`src/rtl/pe_sched_pkg.sv`:
```
// pe_sched_pkg -- shared types and constants for the PE command scheduler.
//   OP_MAC / OP_ACT / OP_NORM : legal PE opcodes (instr[31:28])
//   state_e                   : scheduler FSM states
//   fifo_entry_t              : queued command {requester id, instruction}
//   is_legal_op()             : opcode legality check used by the FSM
package pe_sched_pkg;

  localparam logic [3:0] OP_MAC  = 4'h1;
  localparam logic [3:0] OP_ACT  = 4'h2;
  localparam logic [3:0] OP_NORM = 4'h3;

  typedef enum logic [1:0] {
    ST_IDLE  = 2'd0,
    ST_ISSUE = 2'd1,
    ST_WAIT  = 2'd2,
    ST_RESP  = 2'd3
  } state_e;

  typedef struct packed {
    logic [1:0]  id;
    logic [31:0] instr;
  } fifo_entry_t;

  function automatic logic is_legal_op(input logic [3:0] op);
    return (op == OP_MAC) || (op == OP_ACT) || (op == OP_NORM);
  endfunction

endpackage

```
`src/rtl/pe_cmd_sched_if.sv`:
```
// pe_cmd_sched_if -- requester and PE-core signals of the command scheduler.
//   req_valid_i / req_ready_o / req_instr_i : per-requester command handshake
//   pe_valid_o / pe_ready_i / pe_instr_o    : command towards the PE core
//   pe_done_i                               : PE result-valid pulse
//   done_valid_o / done_id_o / done_err_o   : completion pulse
//   busy_o / err_timeout_o                  : status
// slave modport is the scheduler side, master the environment side.
interface pe_cmd_sched_if #(
  parameter int NUM_REQ = 2
);

  logic [NUM_REQ-1:0]    req_valid_i;
  logic [NUM_REQ-1:0]    req_ready_o;
  logic [32*NUM_REQ-1:0] req_instr_i;
  logic                  pe_valid_o;
  logic                  pe_ready_i;
  logic [31:0]           pe_instr_o;
  logic                  pe_done_i;
  logic                  done_valid_o;
  logic [1:0]            done_id_o;
  logic                  done_err_o;
  logic                  busy_o;
  logic                  err_timeout_o;

  modport slave (
    input  req_valid_i, req_instr_i, pe_ready_i, pe_done_i,
    output req_ready_o, pe_valid_o, pe_instr_o, done_valid_o,
           done_id_o, done_err_o, busy_o, err_timeout_o
  );

  modport master (
    output req_valid_i, req_instr_i, pe_ready_i, pe_done_i,
    input  req_ready_o, pe_valid_o, pe_instr_o, done_valid_o,
           done_id_o, done_err_o, busy_o, err_timeout_o
  );

endinterface

```
`src/rtl/pe_sched_fifo.sv`:
```
// pe_sched_fifo -- synchronous command FIFO with count-based full/empty.
//   clk, rst_n    : clock, asynchronous active-low reset
//   push, wdata   : write request (ignored when full)
//   pop, rdata    : read request (ignored when empty); rdata shows the head
//   full, empty   : status derived from the registered count
module pe_sched_fifo
  import pe_sched_pkg::*;
#(
  parameter int DEPTH = 4
) (
  input  logic        clk,
  input  logic        rst_n,
  input  logic        push,
  input  fifo_entry_t wdata,
  input  logic        pop,
  output fifo_entry_t rdata,
  output logic        full,
  output logic        empty
);

  localparam int PTR_W = $clog2(DEPTH);
  localparam int CNT_W = $clog2(DEPTH + 1);

  fifo_entry_t      mem [DEPTH];
  logic [PTR_W-1:0] wr_ptr_reg, rd_ptr_reg;
  logic [CNT_W-1:0] count_reg;
  logic             push_ok, pop_ok;

  assign full    = (count_reg == CNT_W'(DEPTH));
  assign empty   = (count_reg == '0);
  assign push_ok = push && !full;
  assign pop_ok  = pop && !empty;
  // Head is visible combinationally so the FSM can decode it in the pop cycle.
  assign rdata   = mem[rd_ptr_reg];

  function automatic logic [PTR_W-1:0] ptr_inc(input logic [PTR_W-1:0] p);
    return (p == PTR_W'(DEPTH - 1)) ? '0 : p + 1'b1;
  endfunction

  // Storage carries no reset: queued data is meaningless once the count is 0.
  always_ff @(posedge clk) begin
    if (push_ok) mem[wr_ptr_reg] <= wdata;
  end

  always_ff @(posedge clk or negedge rst_n) begin
    if (!rst_n) begin
      wr_ptr_reg <= '0;
      rd_ptr_reg <= '0;
      count_reg  <= '0;
    end else begin
      if (push_ok) wr_ptr_reg <= ptr_inc(wr_ptr_reg);
      if (pop_ok)  rd_ptr_reg <= ptr_inc(rd_ptr_reg);
      case ({push_ok, pop_ok})
        2'b10:   count_reg <= count_reg + 1'b1;
        2'b01:   count_reg <= count_reg - 1'b1;
        default: count_reg <= count_reg;
      endcase
    end
  end

endmodule

```
`src/rtl/pe_cmd_sched.sv`:
```
// pe_cmd_sched -- round-robin command scheduler in front of a PE core.
//   clk, rst_n : clock, asynchronous active-low reset
//   bus        : pe_cmd_sched_if.slave (requesters, PE core, completion, status)
// Parameters: NUM_REQ (2..4), FIFO_DEPTH (power of two), TIMEOUT (1..255).
// Granted commands are queued, then issued one at a time to the PE; each
// produces exactly one completion pulse, in acceptance order.
module pe_cmd_sched
  import pe_sched_pkg::*;
#(
  parameter int NUM_REQ    = 2,
  parameter int FIFO_DEPTH = 4,
  parameter int TIMEOUT    = 255
) (
  input  logic             clk,
  input  logic             rst_n,
  pe_cmd_sched_if.slave    bus
);

  logic [31:0] req_instr [NUM_REQ];
  logic [NUM_REQ-1:0] grant;
  logic        push, pop, fifo_full, fifo_empty;
  fifo_entry_t push_entry, head;
  logic [1:0]  rr_reg, rr_next;

  state_e      state_reg, state_next;
  logic [7:0]  cnt_reg, cnt_next;
  logic [1:0]  cur_id_reg, cur_id_next;
  logic        cur_err_reg, cur_err_next;
  logic [31:0] pe_instr_reg, pe_instr_next;
  logic        timeout_hit;
  logic        pe_valid_reg, pe_valid_next;
  logic        done_valid_reg, done_valid_next;
  logic [1:0]  done_id_reg, done_id_next;
  logic        done_err_reg, done_err_next;
  logic        err_timeout_reg;

  genvar gi;
  generate
    for (gi = 0; gi < NUM_REQ; gi++) begin : g_req
      assign req_instr[gi] = bus.req_instr_i[32*gi +: 32];
    end
  endgenerate

  function automatic int rot_idx(input logic [1:0] base, input int off);
    return (int'(base) + off) % NUM_REQ;
  endfunction

  // Round-robin pick: first valid requester at or after rr_reg. The registered
  // full flag blocks grants even when the FSM pops in the same cycle.
  always_comb begin
    grant      = '0;
    push       = 1'b0;
    push_entry = '0;
    rr_next    = rr_reg;
    if (!fifo_full) begin
      for (int i = 0; i < NUM_REQ; i++) begin
        if (!push && bus.req_valid_i[rot_idx(rr_reg, i)]) begin
          grant[rot_idx(rr_reg, i)] = 1'b1;
          push             = 1'b1;
          push_entry.id    = 2'(rot_idx(rr_reg, i));
          push_entry.instr = req_instr[rot_idx(rr_reg, i)];
          rr_next          = 2'((rot_idx(rr_reg, i) + 1) % NUM_REQ);
        end
      end
    end
  end

  // Grant is combinational; hold it low while reset is asserted.
  assign bus.req_ready_o = rst_n ? grant : '0;

  pe_sched_fifo #(.DEPTH(FIFO_DEPTH)) u_fifo (
    .clk   (clk),
    .rst_n (rst_n),
    .push  (push),
    .wdata (push_entry),
    .pop   (pop),
    .rdata (head),
    .full  (fifo_full),
    .empty (fifo_empty)
  );

  // State register together with datapath and registered outputs.
  always_ff @(posedge clk or negedge rst_n) begin
    if (!rst_n) begin
      rr_reg          <= '0;
      state_reg       <= ST_IDLE;
      cnt_reg         <= '0;
      cur_id_reg      <= '0;
      cur_err_reg     <= 1'b0;
      pe_instr_reg    <= '0;
      pe_valid_reg    <= 1'b0;
      done_valid_reg  <= 1'b0;
      done_id_reg     <= '0;
      done_err_reg    <= 1'b0;
      err_timeout_reg <= 1'b0;
    end else begin
      if (push) rr_reg <= rr_next;
      state_reg       <= state_next;
      cnt_reg         <= cnt_next;
      cur_id_reg      <= cur_id_next;
      cur_err_reg     <= cur_err_next;
      pe_instr_reg    <= pe_instr_next;
      pe_valid_reg    <= pe_valid_next;
      done_valid_reg  <= done_valid_next;
      done_id_reg     <= done_id_next;
      done_err_reg    <= done_err_next;
      err_timeout_reg <= err_timeout_reg | timeout_hit;
    end
  end

  // Next-state logic.
  always_comb begin
    state_next    = state_reg;
    cnt_next      = cnt_reg;
    cur_id_next   = cur_id_reg;
    cur_err_next  = cur_err_reg;
    pe_instr_next = pe_instr_reg;
    pop           = 1'b0;
    timeout_hit   = 1'b0;
    case (state_reg)
      ST_IDLE: begin
        if (!fifo_empty) begin
          pop         = 1'b1;
          cur_id_next = head.id;
          if (is_legal_op(head.instr[31:28])) begin
            cur_err_next  = 1'b0;
            pe_instr_next = head.instr;
            state_next    = ST_ISSUE;
          end else begin
            // Illegal opcode never reaches the PE; complete with error.
            cur_err_next = 1'b1;
            state_next   = ST_RESP;
          end
        end
      end
      ST_ISSUE: begin
        if (pe_valid_reg && bus.pe_ready_i) begin
          cnt_next   = '0;
          state_next = ST_WAIT;
        end
      end
      ST_WAIT: begin
        if (bus.pe_done_i) begin
          cur_err_next = 1'b0;
          state_next   = ST_RESP;
        end else begin
          cnt_next = cnt_reg + 1'b1;
          // cnt_reg counts WAIT cycles already elapsed without a result.
          if (cnt_reg == 8'(TIMEOUT - 1)) begin
            timeout_hit  = 1'b1;
            cur_err_next = 1'b1;
            state_next   = ST_RESP;
          end
        end
      end
      ST_RESP: state_next = ST_IDLE;
      default: state_next = ST_IDLE;
    endcase
  end

  // Output logic: next values of the registered outputs. pe_valid rises the
  // cycle after ISSUE is entered and drops right after the handshake.
  always_comb begin
    pe_valid_next   = (state_reg == ST_ISSUE) && !(pe_valid_reg && bus.pe_ready_i);
    done_valid_next = (state_reg == ST_RESP);
    done_id_next    = (state_reg == ST_RESP) ? cur_id_reg : 2'd0;
    done_err_next   = (state_reg == ST_RESP) ? cur_err_reg : 1'b0;
  end

  assign bus.pe_valid_o    = pe_valid_reg;
  assign bus.pe_instr_o    = pe_instr_reg;
  assign bus.done_valid_o  = done_valid_reg;
  assign bus.done_id_o     = done_id_reg;
  assign bus.done_err_o    = done_err_reg;
  assign bus.err_timeout_o = err_timeout_reg;
  assign bus.busy_o        = !fifo_empty || (state_reg != ST_IDLE);

endmodule

```
`src/flat_wrapper.sv`:
```
// flat-port wrapper written by rule: the top's interface ports become plain ports
module pe_cmd_sched_flat import pe_sched_pkg::*;
#(
  parameter int NUM_REQ    = 2,
  parameter int FIFO_DEPTH = 4,
  parameter int TIMEOUT    = 255
)
  (clk, rst_n, bus_req_valid_i, bus_req_instr_i, bus_pe_ready_i, bus_pe_done_i, bus_req_ready_o, bus_pe_valid_o, bus_pe_instr_o, bus_done_valid_o, bus_done_id_o, bus_done_err_o, bus_busy_o, bus_err_timeout_o);
  pe_cmd_sched_if #(.NUM_REQ(NUM_REQ)) bus_i ();
  input  logic clk;
  input  logic rst_n;
  input wire logic [$bits(bus_i.req_valid_i)-1:0] bus_req_valid_i;
  input wire logic [$bits(bus_i.req_instr_i)-1:0] bus_req_instr_i;
  input wire logic [$bits(bus_i.pe_ready_i)-1:0] bus_pe_ready_i;
  input wire logic [$bits(bus_i.pe_done_i)-1:0] bus_pe_done_i;
  output wire logic [$bits(bus_i.req_ready_o)-1:0] bus_req_ready_o;
  output wire logic [$bits(bus_i.pe_valid_o)-1:0] bus_pe_valid_o;
  output wire logic [$bits(bus_i.pe_instr_o)-1:0] bus_pe_instr_o;
  output wire logic [$bits(bus_i.done_valid_o)-1:0] bus_done_valid_o;
  output wire logic [$bits(bus_i.done_id_o)-1:0] bus_done_id_o;
  output wire logic [$bits(bus_i.done_err_o)-1:0] bus_done_err_o;
  output wire logic [$bits(bus_i.busy_o)-1:0] bus_busy_o;
  output wire logic [$bits(bus_i.err_timeout_o)-1:0] bus_err_timeout_o;
  assign bus_i.req_valid_i = bus_req_valid_i;
  assign bus_i.req_instr_i = bus_req_instr_i;
  assign bus_i.pe_ready_i = bus_pe_ready_i;
  assign bus_i.pe_done_i = bus_pe_done_i;
  assign bus_req_ready_o = bus_i.req_ready_o;
  assign bus_pe_valid_o = bus_i.pe_valid_o;
  assign bus_pe_instr_o = bus_i.pe_instr_o;
  assign bus_done_valid_o = bus_i.done_valid_o;
  assign bus_done_id_o = bus_i.done_id_o;
  assign bus_done_err_o = bus_i.done_err_o;
  assign bus_busy_o = bus_i.busy_o;
  assign bus_err_timeout_o = bus_i.err_timeout_o;
  pe_cmd_sched #(.NUM_REQ(NUM_REQ), .FIFO_DEPTH(FIFO_DEPTH), .TIMEOUT(TIMEOUT)) u_core (.clk(clk), .rst_n(rst_n), .bus(bus_i));
endmodule
```
`config.mk`:
```
export PLATFORM = sky130hd
export DESIGN_NAME = pe_cmd_sched_flat
export DESIGN_NICKNAME = d
export VERILOG_FILES = /design/src/rtl/pe_sched_pkg.sv /design/src/rtl/pe_cmd_sched_if.sv /design/src/rtl/pe_sched_fifo.sv /design/src/rtl/pe_cmd_sched.sv /design/src/flat_wrapper.sv
export SDC_FILE = /design/constraint.sdc
export NUM_CORES = 1
export LEC_CHECK = 0
export ABC_AREA = 1
export CORE_ASPECT_RATIO = 1.5
export CORE_MARGIN = 1.5
export CORE_UTILIZATION = 50
export CTS_CLUSTER_DIAMETER = 40
export DETAILED_ROUTE_END_ITERATION = 8
export HOLD_SLACK_MARGIN = 0.08
export PLACE_DENSITY = 0.83
export SETUP_SLACK_MARGIN = 0.2
export SYNTH_ARGS = -nofsm -noshare
export SYNTH_HDL_FRONTEND = slang
export SYNTH_HIERARCHICAL = 1
export SYNTH_SLANG_ARGS = --single-unit
```
`constraint.sdc`:
```
create_clock -name clk -period 3.7 [get_ports clk]
set_input_delay 0.74 -clock clk [delete_from_list [all_inputs] [get_ports clk]]
set_output_delay 0.74 -clock clk [all_outputs]
set_load 0.01 [all_outputs]
```
==> summary.txt, run 1 <==
xor-xnor portion of the synthesized cell area: 0.002734
count leader, synth: nand2_1
Final Hold Vio Count: 0
final setup violation count: 0
CTS tree: built
CP Cell Sequence: clkdlybuf4s50_1 > inv_1 > nor2_1 > and3_1 > clkdlybuf4s50_1
dpl cells: 1343
global route overflow: 0
simple-gate area share of the yosys netlist: 0.1571
FMAX: 323.3 MHz
Worst Max-Slew Pin Slew: 1.007 ns
core region area: 18700 sq um
Worst path max stage delay: 0.60 ns
Clock Skew: 0.01808 ns
HPWL after detailed placement: 13.23 mm
DRT Wirelength: 20.30 mm
Synth cell types: 36
worst rel slew slack: 0.3284
dominant synthesized flop cell: edfxtp_1
Post-synth EDFFs: 136
crit path DAT: 2.35 ns
Synth Area in Compound Gates: 0.1414
pwr dens: 840.9 nW/um^2
post-cts resize count: 0
Die Span Y: 172.8 microns
r2r setup slk: 1.22 ns
I/O Buffers: 110
CTS max path bufs: 2
Final Cell Area: 11490 sq um
area leader, netlist: edfxtp_1
Clk Tree Root Cell: clkbuf_16
Critical-path top delay cell: clkdlybuf4s50_1
max FFs per register: 136
Synth async-reset ratio: 0.3026
Reg2Reg Capture Point: u_core/u_fifo/mem[2][31]
I/O Pins: 111
Avg Synthesized Cell Area: 9.451 sq um
Top delay family on crit path: buffers and inverters
Initial Utilization: 0.5140
worst setup path end: bus_req_ready_o[0]
DR iter-0 viols: 471
status: complete, no violations
worst path bufs/invs: 3
number of global-route vias before repair: 6791
all-layer global routing usage: 0.2113
Post-synth top cells: nand2_1, inv_1, edfxtp_1
Crit path depth: 5
combinational family with the most area after synthesis: simple AND/OR/NAND/NOR gates
antenna violations before repair: 0
non-filler cells, final: 1375
crit path launch type: input pin
adder-cell share of the synthesized area: 0.01901
ranking of synthesized cells by area: edfxtp_1, dfrtp_1, nand2_1
mux cell area share after synthesis: 0.002343
Antenna Cells: 0
LEAKAGE: 4.931 nW
setup TNS: 0 ns
Tmin final: 3.093 ns
Placer Congestion: 0.8239
yosys warns: 6
post-CTS setup buffers: 0
Reg2Reg Depth: 6
total number of H-tree levels: 4
pin count of the biggest net entering global routing: 106
Crit Path Max Fanout: 2
Worst Hold Class: in -> async
CP most frequent cell: clkdlybuf4s50_1
DR vias/cell: 5.111
Max IR drop VDD: 0.6051 mV
max_cap viols: 0
Slew Limit Fails: 0
Synth top area share: 0.4249
Vias: 7028
Worst EP required: 2.96 ns
global-route wire length before repair: 32.59 mm
Post-CTS Hold Buffers: 0
Pre-antenna DRT Iters: 5
placed instance area: 10930 sq um
crit path launch: bus_req_valid_i[0]
post-DR wirelength/cell: 14.76 microns
Sink Count: 195
RSZ-0062 raised after global routing: no
total CTS buffers: 17
DRC viols: 0
antenna-violating nets left: 0
Yosys reg bits: 195
P&R area growth vs syn: 19.54%
layout cells sized above 1: 0.1113
Syn Inst Count: 1017
die width: 116.2 microns
row cnt: 61
power after layout: 9.662 mW
worst reg2reg path startpoint: u_core/rr_reg[0]
die area: 20080 sq um
sequential fraction of the synthesis area: 0.5785
synthesized cell area: 9612 sq um
fin nets: 1194
clock transition at the registers of the reported paths: 0.07 ns
Crit. End Element: primary output
worst skew pair latency: 0.43 ns
CP Class: in -> out
Final period util: 0.8360
==> power by group <==
part           leakage [nW]  internal (mW)  switching, mW
Combinational          2.63           1.43           2.49
Sequential             2.03           3.52          0.494
Clock                 0.272          0.907          0.819
==> cell usage in the layout (no fill, tap or decap), drive strengths merged, types with 13 or more instances in the layout <==
master	instances
a21oi	35
buf	15
clkbuf	20
clkdlybuf4s50	109
dfrtp	59
edfxtp	136
ha	13
inv	179
nand2	321
nand3	16
nor2	23
o211ai	68
o21ai	104
==> kinds of logic after synthesis <==
family,Yosys count
XOR/XNOR,3
other,1
adder cells (fa/ha/maj),14
multiplexers,2
AO/OA/AOI/OAI,212
AND/OR/NAND/NOR,365
flip-flops,195
buffers and inverters,225
==> how the worst min path moves through the flow <==
stage                                    from  slack (ns)                    endpoint  cells after the start
global route                            rst_n        0.18  u_core/u_fifo/count_reg[0]                      1
detailed placement  u_core/bus.pe_instr_o[31]        0.45   u_core/bus.pe_instr_o[31]                      2
CTS                                     rst_n        0.18  u_core/u_fifo/count_reg[2]                      1
global placement    u_core/bus.pe_instr_o[30]        0.45   u_core/bus.pe_instr_o[30]                      2
finish                                  rst_n        0.18            u_core/rr_reg[0]                      1
floorplan                u_core/cur_id_reg[0]        0.43     u_core/bus.done_id_o[0]                      2
==> metal layers <==
metal | global-route usage | part of all wire
met2 | 0.3713 | 0.53
met1 | 0.2522 | 0.39
met4 | 0.08841 | 0.021
met3 | 0.03540 | 0.058
met5 | 0 | 0
==> per-stage QoR <==
step	util	hold WS, ns	setup WS [ns]
CTS	0.6145	0.1757	0.6027
global route	0.6145	0.1796	0.5032
finish	0.6145	0.1822	0.6068
global placement	0.5844	0.4482	0.6841
floorplan	-	0.4291	0.5006
detailed placement	0.5844	0.4521	0.6281
==> final cells by class <==
cell class	count	area [sq um]
Sequential cell	195	5565
Timing Repair Buffer	124	1251
Clock inverter	12	115.1
Inverter	172	645.6
Clock buffer	20	446.7
Tap cell	252	315.3
Fill cell	1484	7209
Multi-Input combinational cell	600	3151
==> worst reg2reg max path, cell delays in order, from the launching register on <==
cell and delay, ns:
dfrtp_2 0.68, nand2_1 0.22, a31oi_1 0.35, nand2_1 0.14, buf_4 0.20, nor2_4 0.29, buf_12 0.26
Power figures use the tool's default switching activity.
==> run 2, diff against run 1 <==
--- a/config.mk
+++ b/config.mk
@@ -12,7 +12,7 @@
 export CTS_CLUSTER_DIAMETER = 40
 export DETAILED_ROUTE_END_ITERATION = 8
 export HOLD_SLACK_MARGIN = 0.08
-export PLACE_DENSITY = 0.83
+export PLACE_DENSITY = 0.86
 export SETUP_SLACK_MARGIN = 0.2
 export SYNTH_ARGS = -nofsm -noshare
 export SYNTH_HDL_FRONTEND = slang
==> constraint.sdc (replaced) <==
create_clock -name clk -period 2.54 [get_ports clk]
set_input_delay 0.508 -clock clk [delete_from_list [all_inputs] [get_ports clk]]
set_output_delay 0.508 -clock clk [all_outputs]
set_load 0.01 [all_outputs]
==> summary.txt, run 2 (synthesis results as in run 1) <==
status: complete, no violations (unchanged)
Vias: 7107 (was 7028)
Clk Tree Root Cell: clkbuf_16 (unchanged)
global route overflow: 0 (unchanged)
CTS tree: built (unchanged)
Clock Skew: 0.01101 ns (was 0.01808 ns)
NetSw: 5.704 mW (was 3.806 mW)
pwr dens: 1241 nW/um^2 (was 840.9 nW/um^2)
non-filler cells, final: 1395 (was 1375)
sequential cell area: 5565 sq um (unchanged)
Initial Utilization: 0.5140 (unchanged)
total CTS buffers: 17 (unchanged)
row cnt: 61 (unchanged)
Die Span Y: 172.8 microns (unchanged)
total number of H-tree levels: 4 (unchanged)
I/O Buffers: 110 (unchanged)
fin nets: 1214 (was 1194)
layout cells sized above 1: 0.1339 (was 0.1113)
die width: 116.2 microns (unchanged)
Post-CTS Hold Buffers: 0 (unchanged)
antenna violations before repair: 0 (unchanged)
Crit. End Element: primary output (unchanged)
I/O Pins: 111 (unchanged)
worst rel slew slack: 0.5985 (was 0.3284)
DRC viols: 0 (unchanged)
clock transition at the registers of the reported paths: 0.07 ns (about the same)
Placer Congestion: 0.8078 (was 0.8239)
pin count of the biggest net entering global routing: 81 (was 106)
Int Pwr: 8.816 mW (was 5.857 mW)
max FFs per register: 136 (unchanged)
Worst path max stage delay: 0.52 ns (was 0.60 ns)
crit path DAT: 1.70 ns (was 2.35 ns)
Critical-path top delay cell: clkdlybuf4s50_1 (unchanged)
CP Cell Sequence: clkdlybuf4s50_1 > nand2_1 > buf_4 > and3_1 > dlygate4sd2_1 (was clkdlybuf4s50_1 > inv_1 > nor2_1 > and3_1 > clkdlybuf4s50_1)
CP Class: in -> out (unchanged)
Fillers: 1444 (was 1484)
worst skew pair latency: 0.43 ns (about the same)
max_cap viols: 0 (unchanged)
Pre-antenna DRT Iters: 5 (unchanged)
Switching Fraction: 0.3929 (was 0.3939)
leading cell type in the layout, fill and taps excluded: nand2_1 (unchanged)
FMAX: 452.0 MHz
RSZ-0062 raised after global routing: no (unchanged)
Tmin final: 2.213 ns
DR vias/cell: 5.095 (was 5.111)
crit path launch: bus_req_valid_i[1] (was bus_req_valid_i[0])
Worst Hold Class: in -> async (unchanged)
Gate power share: 0.424 (was 0.406)
Sink Count: 195 (unchanged)
Max IR drop VDD: 0.6939 mV (was 0.6051 mV)
antenna-violating nets left: 0 (unchanged)
worst hold slack: 0.2476 ns (was 0.1822 ns)
dpl cells: 1361 (was 1343)
number of global-route vias before repair: 7018 (was 6791)
worst reg2reg path startpoint: u_core/state_reg[1] (was u_core/rr_reg[0])
die area: 20080 sq um (unchanged)
Final period util: 0.8711
Multi-input gate area: 3166 sq um (was 3151 sq um)
worst path bufs/invs: 3 (unchanged)
CTS max path bufs: 2 (unchanged)
HPWL after detailed placement: 14.06 mm (was 13.23 mm)
final setup violation count: 0 (unchanged)
Final Hold Vio Count: 0 (unchanged)
commonest non-fill, non-tap cells in the layout: nand2_1, inv_1, edfxtp_1 (unchanged)
crit path launch type: input pin (unchanged)
Top delay family on crit path: buffers and inverters (unchanged)
Crit Path Max Fanout: 3 (was 2)
DR iter-0 viols: 462 (was 471)
global-route wire length before repair: 33.33 mm (was 32.59 mm)
Slew Limit Fails: 0 (unchanged)
Worst EP required: 2.03 ns (was 2.96 ns)
Sequential Power Share: 0.396 (was 0.416)
core region area: 18700 sq um (unchanged)
Worst Max-Slew Pin Slew: 0.6022 ns (was 1.007 ns)
Antenna Cells: 0 (unchanged)
LEAKAGE: 5.046 nW (was 4.931 nW)
post-DR wirelength/cell: 14.74 microns (was 14.76 microns)
DRT Wirelength: 20.57 mm (was 20.30 mm)
clock share of power: 0.180 (was 0.179)
P&R area growth vs syn: 21.69% (was 19.54%)
all-layer global routing usage: 0.2136 (was 0.2113)
run 2: metrics by stage:
| step | cell area [sq um] | setup TNS (ns) | utilization | setup slack (ns) | power, mW |
|---|---|---|---|---|---|
| 3_3_place_gp | 11090 | 0 | 0.5930 | 0.06599 | 11.53 |
| 3_5_place_dp | 11090 | -0.1094 | 0.5930 | -0.09275 | 11.87 |
| 6_report | 11700 | 0 | 0.6255 | 0.3274 | 14.52 |
| 2_1_floorplan | 9633 | 0 | - | 0.02230 | 9.724 |
| 4_1_cts | 11680 | 0 | 0.6248 | 0.2893 | 14.57 |
| 5_1_grt | 11700 | 0 | 0.6255 | 0.2054 | 15.51 |
run 2: worst paths after layout:
check	to	slack (ns)	depth (start not counted)
hold reg to reg	u_core/bus.pe_instr_o[31]	0.47	2
max in group asynchronous	u_core/u_fifo/rd_ptr_reg[0]	1.49	3
setup / recovery	bus_req_ready_o[0]	0.33	5
min in group clk	u_core/bus.pe_instr_o[31]	0.47	2
hold / removal	u_core/bus.done_valid_o	0.25	2
setup reg to reg	u_core/u_fifo/count_reg[2]	0.35	13
run 2: power by group through the flow:
stage / combinational (mW) / clock, mW / sequential, mW
global route: 6.86 / 2.79 / 5.86
finish: 6.15 / 2.62 / 5.75
global placement: 5.80 / 0 / 5.73
detailed placement: 6.08 / 0 / 5.79
CTS: 6.17 / 2.66 / 5.74
floorplan: 4.06 / 0 / 5.66
run 2: worst reg2reg max path, delay by kind of cell, from the launching register on:
family                     cells  cell delay, ns
adders and majority gates      3            0.84
and+or+nand+nor                6            0.51
buffers and inverters          4            0.31
DFF                            1            0.43
run 2: what timing repair did:
action,4_1_cts,5_1_grt
setup buffers,1,1
cloned,0,0
pin swaps,0,0
setup endpoints to repair,3,2
resized for setup,5,6
run 2: cell type report:
cell class	instances	area share
clock buffers	19	0.03701
clock inverters	13	0.01273
inverters	172	0.05520
repair buffers	144	0.1216
multi-input cells	600	0.2706
well taps	252	0.02696
flip-flops and latches	195	0.4758
run 2: layer usage:
layer / vias up / wire length [microns] / GRT usage
met5: - / 0 / 0
met3: 28 / 926 / 0.03470
met1: 3323 / 8255 / 0.2574
met4: 0 / 407 / 0.07978
li1: 3530 / - / -
met2: 226 / 10980 / 0.3782
==> RTL edit, RTL diff (settings of run 2) <==
`NUM_REQ` is set to 2 in 3 places; all go to 4. Comments in the files are not updated.
--- a/src/rtl/pe_cmd_sched_if.sv
+++ b/src/rtl/pe_cmd_sched_if.sv
@@ -6,7 +6,7 @@
 //   busy_o / err_timeout_o                  : status
 // slave modport is the scheduler side, master the environment side.
 interface pe_cmd_sched_if #(
-  parameter int NUM_REQ = 2
+  parameter int NUM_REQ = 4
 );
 
   logic [NUM_REQ-1:0]    req_valid_i;
--- a/src/rtl/pe_cmd_sched.sv
+++ b/src/rtl/pe_cmd_sched.sv
@@ -7,7 +7,7 @@
 module pe_cmd_sched
   import pe_sched_pkg::*;
 #(
-  parameter int NUM_REQ    = 2,
+  parameter int NUM_REQ    = 4,
   parameter int FIFO_DEPTH = 4,
   parameter int TIMEOUT    = 255
 ) (
--- a/src/flat_wrapper.sv
+++ b/src/flat_wrapper.sv
@@ -1,7 +1,7 @@
 // flat-port wrapper written by rule: the top's interface ports become plain ports
 module pe_cmd_sched_flat import pe_sched_pkg::*;
 #(
-  parameter int NUM_REQ    = 2,
+  parameter int NUM_REQ    = 4,
   parameter int FIFO_DEPTH = 4,
   parameter int TIMEOUT    = 255
 )
Interface: changed (resized bus_req_instr_i, bus_req_ready_o and bus_req_valid_i); port bits go from 111 to 179. The function was not compared with the original's and may differ.
==> RTL edit against run 2 <==
The run now ends with setup timing left. Sequential cell count grew 1. First-iteration DRC count up 140%. Synthesized area increased by 31%. Sequential share of layout area decreased by 14 points. Worst hold slack worse by 63 ps. Worst setup slack got worse by 490 ps. Clock skew down 3.8 ps. Final area up 44%. Routed wire length grew 76%.
Power is left out: the tool's default activity adds up to more than one toggle a clock period on the data nets, which glitch-free logic cannot reach.
==> RTL edit: results <==
[worst_setup_path]
worstPathArrival_ps = 2200
endpoint = bus_req_ready_o[1]
crit_start = u_core/rr_reg[0]$_DFFE_PN0P_
reg2reg_depth = 17
critical-path-slowest-cell = dfrtp_4

[run_status]
violations = setup timing
run_status = finished, violations left

[grt]
met2_usage_pct = 45.9
grt.met3_usage_pct = 2.80
track_usage_pct = 25.5

[synthesis]
synth_commonest_cells = nand2_1, inv_1, o21ai_0
ys_seq_area_share_pct = 44.3

[timing]
setup_viol = 125
setup_slack_ps = -164
setup-tns-final_ps = -9700

[drt]
drtIter0Drc = 1120
wl_met1_um = 13100
num_vias = 12226
wl_met3_um = 2760

[place]
post-place-cells = 2103
io_buffers = 178
dpl_cell_area_um2 = 15100
pre_cts_slack_ps = -407
gp_congestion = 0.872

[cells_and_area]
drive_above_1_share_pct = 15.3
RTL edit: area by class of cell:
type	count	area [µm²]
inverters	190	728
flip-flops and latches	196	5590
fillers	1756	8130
multi-input cells	1139	6370
clock inverters	11	66.3
repair buffers	290	3230
clock buffers	21	440
well taps	328	410
RTL edit: what timing repair did:
action | CTS | global route
endpoints found under the setup margin | 275 | 304
pin swaps | 34 | 15
resized for setup | 106 | 44
buffers inserted | 22 | 5
gates cloned | 6 | 7
RTL edit: cell families (layout without fill, tap and decap cells):
group | Yosys count | count (layout) | synth area share [%]
DFF | 196 | 196 | 44.3
and+or+nand+nor | 762 | 762 | 24.7
AOI/OAI and AO/OA | 295 | 295 | 13.9
muxes | 60 | 60 | 5.06
xor gates and xnor gates | 3 | 3 | 0.208
adders and majority gates | 19 | 19 | 1.94
buffers and inverters | 297 | 512 | 9.94
